<file path="src/rtl/reg_file.sv">
// Multi-ported register file: two combinational read ports and one clocked write port.
// An asynchronous reset clears every entry at once, with no clock required.
module reg_file #(
  parameter int DATA_W = 8,
  parameter int ADDR_W = 4
) (
  output logic [DATA_W-1:0] data_out1,
  output logic [DATA_W-1:0] data_out2,
  input  logic [ADDR_W-1:0] RA1,
  input  logic [ADDR_W-1:0] RA2,
  input  logic [ADDR_W-1:0] WA,
  input  logic [DATA_W-1:0] data_in,
  input  logic              clk,
  input  logic              reset,
  input  logic              write_enable
);

  localparam int DEPTH = 1 << ADDR_W;

  logic [DATA_W-1:0] mem_q [DEPTH];
  logic [DATA_W-1:0] mem_d [DEPTH];

  // Only the addressed entry can change.
  // A read of that entry keeps returning the old word until the clock edge.
  always_comb begin
    for (int i = 0; i < DEPTH; i++) begin
      mem_d[i] = mem_q[i];
      if (write_enable && (WA == ADDR_W'(i))) begin
        mem_d[i] = data_in;
      end
    end
  end

  always_ff @(posedge clk or posedge reset) begin
    if (reset) begin
      for (int i = 0; i < DEPTH; i++) begin
        mem_q[i] <= '0;
      end
    end else begin
      for (int i = 0; i < DEPTH; i++) begin
        mem_q[i] <= mem_d[i];
      end
    end
  end

  assign data_out1 = mem_q[RA1];
  assign data_out2 = mem_q[RA2];

endmodule

</file>
<file path="config.mk">
export PLATFORM = sky130hd
export DESIGN_NAME = reg_file
export DESIGN_NICKNAME = d
export VERILOG_FILES = /design/src/rtl/reg_file.sv
export SDC_FILE = /design/constraint.sdc
export NUM_CORES = 1
export LEC_CHECK = 0
export BUFFER_PORTS_ARGS = -buffer_cell sky130_fd_sc_hd__buf_2
export CORE_MARGIN = 4
export CORE_UTILIZATION = 45
export DETAILED_ROUTE_END_ITERATION = 8
export SYNTH_ARGS = -nofsm -noshare
export SYNTH_HDL_FRONTEND = slang
export SYNTH_SLANG_ARGS = --single-unit
</file>
<file path="constraint.sdc">
create_clock -name clk -period 4.4 [get_ports clk]
set_clock_uncertainty 0.2 [all_clocks]
set_input_delay 0.22 -clock clk [delete_from_list [all_inputs] [get_ports clk]]
set_output_delay 0.22 -clock clk [all_outputs]
set_load 0.01 [all_outputs]
</file>
Yosys cells after proc, flatten, opt, wreduce, memory -nomap -nowiden
Index checks and enable logic that the tools add are counted.
- bits in registers: 128
- input bits: 23
- output and inout bits: 16
- logic and storage cells: 58
- $lt $le $gt $ge: 2
- equal/unequal tests: 15
- muxes and demuxes: 6
- bitwise logic cells: 2
- reductions and logical operators: 17
- operator list (operator ; count):
    8-bit binary-select mux with 4-bit select ; 2
    4-bit equality test, second input constant ; 8
    8-bit 2-to-1 mux ; 4
    4-bit by 3-bit equality test with 1-bit output, second input constant ; 4
    1-bit logical AND ; 16
    5-bit >= comparator, second input constant ; 2
    4-bit NOT with 5-bit output ; 2
    4-bit by 2-bit equality test with 1-bit output, second input constant ; 2
    4-bit by 1-bit equality test with 1-bit output, second input constant ; 1
    4-bit logical NOT ; 1

Longest topological paths before layout
Gate-level depths: netlist (run 1).
- depth after elaboration: 4
- gate-level depth with buffers: 5

Worst setup path after synthesis (run 1)
Ideal clock, no wire load.
- path type: input port to output port
- start: in RA1[0]
- end: out data_out1[5]
- arrival: 1.353 ns
- data required time: 3.980 ns
- slack: 2.627 ns
- stages: 5
- buffers on the path: 2
- path through: buf_2 -> buf_4 -> mux4_2 -> a22oi_1 -> nand2_1
- cells in the longest elaborated chain, start to end: 4
- RTL lines (what ; RTL line ; text):
    start, declared ; 9 ; input logic [ADDR_W-1:0] RA1,
    4-bit NOT with 5-bit output (implied by the code) ; 46 ; assign data_out1 = mem_q[RA1];
    8-bit binary-select mux with 4-bit select ; 46 ;
    8-bit 2-to-1 mux (implied by the code) (2 in series) ; 46 ;
    end, declared ; 7 ; output logic [DATA_W-1:0] data_out1,
Every way passes these cells. The select of a mux whose other input is x is not followed.

Final worst setup path (run 1)
- start: in RA1[0]
- end: out data_out1[1]
The elaborated chain is that of the path after synthesis.

==> summary.txt, run 1 <==
Worst setup path
  – Critical path depth: 6
  – CP Class: in2out
  – FF-to-FF path depth: 1
  – Critical path data required time: 3980 ps
  – Critical-path cell list: buf_2 -> buf_4 -> mux4_2 -> a22oi_1 -> nand2_1 -> buf_2
  – Critical Path End: data_out1[1]
  – Slowest stage cell, crit path: mux4_2
  – CP delay by family, top: buffers and inverters
  – Crit path DAT: 2210 ps
  – R2r endpoint: mem_q[93]
  – Critical Path End Type: primary output
  – Worst path most repeated cell: buf_2
  – R2R setup slack: 3370 ps
  – Max FO, Critical Path: 21
  – Critical Path Start Type: primary input
  – Crit-path max cell delay: 580 ps
  – Worst reg2reg path startpoint: mem_q[93]
  – CP Buf/Inv Count: 3
  – CP startpoint: RA1[0]

Floorplanning
  – Starting density of the core: 46.2%
  – Die width: 131 um
  – Die height: 131 um
  – Core area: 14600 um2
  – Row cnt: 44
  – Top Ports: 39
  – Die area: 17100 um2

Timing
  – Setup TNS: 0 ps
  – Max Fclk: 0.380 GHz
  – Worst relative slew slack: 23.4%
  – Post-route clock period utilization: 59.8%
  – Max Slew Vio Count: 0
  – Slew @ Worst Pin: 1150 ps
  – Final hold violations: 0
  – Unrepaired setup endpoints after global routing: false
  – Tmin final: 2630 ps
  – Final setup viols: 0

Final layout
  – Fraction of layout cells with a size suffix above 1: 54.4%
  – Layout overhead on the synthesized area: 13.7%
  – Final layout net count: 486
  – Most flop-heavy register: mem_q
  – Largest registers: mem_q x128
  – Antenna diodes: 0
  – Fin area: 7690 um2
  – Max FFs per register: 128
  – Commonest non-fill, non-tap cell in the layout: dfrtp_1
  – Commonest non-fill, non-tap cells in the layout: dfrtp_1, mux2_2, mux4_2, buf_2, a22oi_1

Pwr
  – Leak Pwr: 0.00321 uW
  – Clock network fraction of total power: 38.3%
  – Comb power frac: 20.2%
  – Power, Total: 3980 uW
  – Int Power: 2980 uW
  – Sequential power share: 41.4%
  – Net Sw Power: 1000 uW
  – Pwr Density: 517 nW/um2
  – Worst vdd ir: 0.000423 V
  – Switching Fraction: 25.2%

Placement
  – DP Wirelength: 10.9 mm
  – Port bufs: 38
  – Routability cong.: 0.765
  – Placed instance area: 7030 um2

Routing
  – Final WL: 16.9 mm
  – Routed Antenna Nets: 0
  – Routed length per placed instance: 25.7 um
  – Initial DRC count: 231
  – DRT Pass-1 Iters: 5
  – Via density: 6.27
  – Vias: 4138
  – Remaining DRCs: 0

Clock network
  – Clk root buf: clkbuf_16
  – TritonCTS clock tree: built
  – Postcts setup bufs: 0
  – CTS clk-pin slew, worst paths: 60 ps
  – CTS buffer count: 17
  – Clock Latency Late Sink: 410 ps
  – Clock Sinks: 128
  – Post-CTS sizing: 0
  – Clock Path Buffers: 2
  – Hold_buf cts: 1
  – H-tree depth: 4

Worst hold path
  – Min-Delay Path Class: in2reg
  – Hold Startpoint: data_in[7]

Yosys
  – Synth top area share: 47.3%
  – Synthesized flop and latch total: 128
  – Syn_nets: 458
  – Yosys warns: 0
  – Cells after synthesis: 435
  – Dominant cell type by area after synthesis: dfrtp_1
  – Syn Area/Cell: 15.6 um2
  – Top cells by area, synth: dfrtp_1, mux4_2, mux2_2
  – Post-synth cell types: 21
  – Part of the Yosys area used for sequential elements: 47.3%
  – Synthesized area: 6770 um2

Outcome
  – Outcome: complete, no violations

Global routing
  – Initial antenna violation count: 0
  – Global-route wire length before repair: 26.4 mm
  – Tot GR Track Use: 21.5%
  – Vias in the first global route: 4425
  – Total grt overflow: 0
  – Largest net degree at the start of global routing: 48

Run
  – Max Cap Viol: 0
## cells in the mapped netlist (all sizes together)
library cell,number
nand2,18
nor3b,1
a22oi,32
buf,23
nand3b,2
nand2b,5
dfrtp,128
nand3,1
nor2b,5
inv,1
clkbuf,11
mux2,128
and2,2
nor2,12
mux4,64
or3,2
## through the flow
step / hold WS [ps] / utilization [%] / cells / setup WS [ps]
4_1_cts: 54.1 / 52.5 / 660 / 1710
3_3_place_gp: 127 / 48.0 / 627 / 1770
6_report: 64.8 / 52.5 / 660 / 1770
5_1_grt: 89.5 / 52.5 / 660 / 1610
3_5_place_dp: 129 / 48.0 / 627 / 1730
2_1_floorplan: 172 / - / 435 / 567
## per-layer routing
layer	part of all wire [%]	GRT usage, %	vias to the layer above
met5	0	0	-
li1	-	-	1752
met1	45	30.7	2256
met2	48	32.7	114
met4	1.1	6.05	0
met3	5.4	5.81	16
## area by class of cell
cell class	instances	area, um2
clock buffers	23	498
clock inverters	9	153
fillers	1202	6950
inverters	1	6.26
multi-input cells	272	3370
flip-flops and latches	128	3200
well taps	184	230
repair buffers	43	230
## power groups by stage
stage | Clock [uW] | Combinational, uW | Sequential [uW]
floorplan | 0 | 648 | 1590
global placement | 0 | 788 | 1650
detailed placement | 0 | 809 | 1670
CTS | 1550 | 815 | 1650
global route | 1600 | 872 | 1690
finish | 1530 | 806 | 1650
## kinds of logic (layout without fill, tap and decap cells)
family | count (synthesis) | count (layout) | synth area share [%]
muxes | 192 | 192 | 42.6
DFF | 128 | 128 | 47.3
and+or+nand+nor | 48 | 48 | 3.70
buffers and inverters | 35 | 76 | 2.83
AOI/OAI and AO/OA | 32 | 32 | 3.55
## worst min path at each step
stage                     slack (ps)    endpoint  cells past startpoint
final                             60   mem_q[95]                      2
after floorplan                  170  mem_q[100]                      1
after detailed placement         130   mem_q[76]                      2
after CTS                         50   mem_q[95]                      2
after global routing              90   mem_q[62]                      2
after global placement           130   mem_q[76]                      2
No activity file was read; power rests on OpenSTA's default activity.
==> run 2: changes to the inputs <==
==> constraint.sdc (replaced) <==
create_clock -name clk -period 2.2 [get_ports clk]
set_clock_uncertainty 0.2 [all_clocks]
set_input_delay 0.11 -clock clk [delete_from_list [all_inputs] [get_ports clk]]
set_output_delay 0.11 -clock clk [all_outputs]
set_load 0.01 [all_outputs]
==> run 2 against run 1 <==
  * Sequential share of layout area is 0.97 points lower
  * Clock power grew 64%
  * Count of clock-buffer cells in the layout fell by 2
  * Worst setup slack lost 1700 ps
  * Via count increased by 0.82%
  * Largest power group unchanged
  * Final cell count is 3.3% higher
==> summary.txt, run 2 (same netlist as run 1, synthesis figures left out) <==
Outcome
  – Outcome: complete, no violations

Placement
  – Worst slack, placed: 303 ps
  – Placed instance area: 7250 um2
  – Routability cong.: 0.810
  – Port bufs: 38
  – DP Wirelength: 11.5 mm

Timing
  – Worst setup margin: 60.5 ps
  – Final setup viols: 0
  – Max Fclk: 0.467 GHz
  – Max Slew Vio Count: 0
  – Worst relative slew slack: 31.3%
  – Tmin final: 2140 ps
  – Setup TNS: 0 ps
  – Unrepaired setup endpoints after global routing: false
  – Final hold violations: 0
  – Post-route clock period utilization: 97.3%
  – Slew @ Worst Pin: 1030 ps

Worst setup path
  – Critical path data required time: 1890 ps
  – Slowest stage cell, crit path: mux4_2
  – Critical Path End Type: primary output
  – Critical-path cell list: mux4_2 -> a22oi_1 -> nand2_1 -> buf_2
  – Crit-path max cell delay: 490 ps
  – Crit path DAT: 1830 ps
  – CP Class: reg2out
  – Max FO, Critical Path: 3
  – FF-to-FF path depth: 1
  – Critical Path Start Type: register

Final layout
  – Layout overhead on the synthesized area: 16.4%
  – Commonest non-fill, non-tap cells in the layout: dfrtp_1, mux2_2, mux4_2, buf_2, a22oi_1
  – Fraction of layout cells with a size suffix above 1: 55.2%
  – Commonest non-fill, non-tap cell in the layout: dfrtp_1
  – Antenna diodes: 0
  – Max FFs per register: 128
  – Fin area: 7880 um2
  – Most flop-heavy register: mem_q
  – FILL cells: 1222
  – Util after Layout: 53.8%
  – Final layout net count: 511
  – Largest registers: mem_q x128

Clock network
  – Clock Path Buffers: 2
  – CTS clk-pin slew, worst paths: 50 ps
  – TritonCTS clock tree: built
  – Clk root buf: clkbuf_16
  – H-tree depth: 4
  – Postcts setup bufs: 0
  – Clock Sinks: 128
  – CTS buffer count: 17
  – Clock Latency Late Sink: 410 ps

Worst hold path
  – Min-Delay Path Class: in2reg
  – Hold Path Depth: 5

Floorplanning
  – Core area: 14600 um2
  – Top Ports: 39
  – Die width: 131 um
  – Die height: 131 um
  – Starting density of the core: 46.2%
  – Row cnt: 44
  – Die area: 17100 um2

Pwr
  – Pwr Density: 951 nW/um2
  – Worst vdd ir: 0.000572 V
  – Leak Pwr: 0.00331 uW

Routing
  – Vias: 4172
  – Via density: 6.12
  – Remaining DRCs: 0
  – Routed length per placed instance: 25.0 um
  – DRT Pass-1 Iters: 4
  – Routed Antenna Nets: 0
  – Initial DRC count: 317
  – Final WL: 17.0 mm

Global routing
  – GR met3 Demand/Resource: 5.73%
  – Vias in the first global route: 4702
  – GRT busiest layer: met2
  – Global-route wire length before repair: 26.9 mm
  – Tot GR Track Use: 21.9%
  – Total grt overflow: 0
  – Met1 usage: 27.8%
  – Initial antenna violation count: 0
  – Largest net degree at the start of global routing: 129
  – Met2 Usage GRT: 36.3%

Run
  – Max Cap Viol: 0
[run 2: critical path: cells and delay by family, from the launching register on]
kind | cells | cell delay (ps)
muxes | 1 | 490
DFF | 1 | 390
AOI/OAI and AO/OA | 1 | 280
buffers and inverters | 1 | 150
and+or+nand+nor | 1 | 110
[run 2: cell type report]
| type | count | area (um2) | area share, % |
|---|---|---|---|
| timing repair buffer | 68 | 526 | 6.67 |
| inverter | 1 | 7.51 | 0.0953 |
| multi-input combinational | 272 | 3390 | 43.1 |
| sequential | 128 | 3200 | 40.7 |
| clock buffer | 21 | 450 | 5.72 |
| tap | 184 | 230 | 2.92 |
| clock inverter | 8 | 67.6 | 0.858 |
[run 2: timing repair]
action,4_1_cts,5_1_grt
hold buffers,9,0
pin swaps,0,0
gates resized for setup,1,3
setup endpoints to repair,1,3
endpoints found under the hold margin,241,0
[run 2: final timing paths]
kind,startpoint,endpoint,slack [ps]
setup / recovery,mem_q[100],data_out2[4],60
hold / removal,WA[2],mem_q[110],130
setup reg to reg,mem_q[57],mem_q[57],1180
hold reg to reg,mem_q[94],mem_q[94],310
max in group asynchronous,reset,mem_q[54],1010
min in group asynchronous,reset,mem_q[122],210
[run 2: power by group]
part / switching (uW) / internal (uW) / leakage [uW]
registers: 406 / 2910 / 0.00157
clock network: 960 / 1550 / 0.000258
logic: 623 / 1050 / 0.00148
total: 1990 / 5500 / 0.00331
[run 2: layer usage]
metal	wire (um)	part of all wire [%]	vias up
met5	0	0	-
met1	7020	41	2231
li1	-	-	1803
met3	1040	6.1	20
met2	8690	51	118
met4	301	1.8	0
[run 2: metrics by stage]
step                power [uW]  cells  hold slack [ps]
floorplan                 4490    435             61.6
global placement          4920    644              170
detailed placement        5010    644              180
CTS                       7560    682             98.3
global route              7890    682              157
finish                    7490    682              130
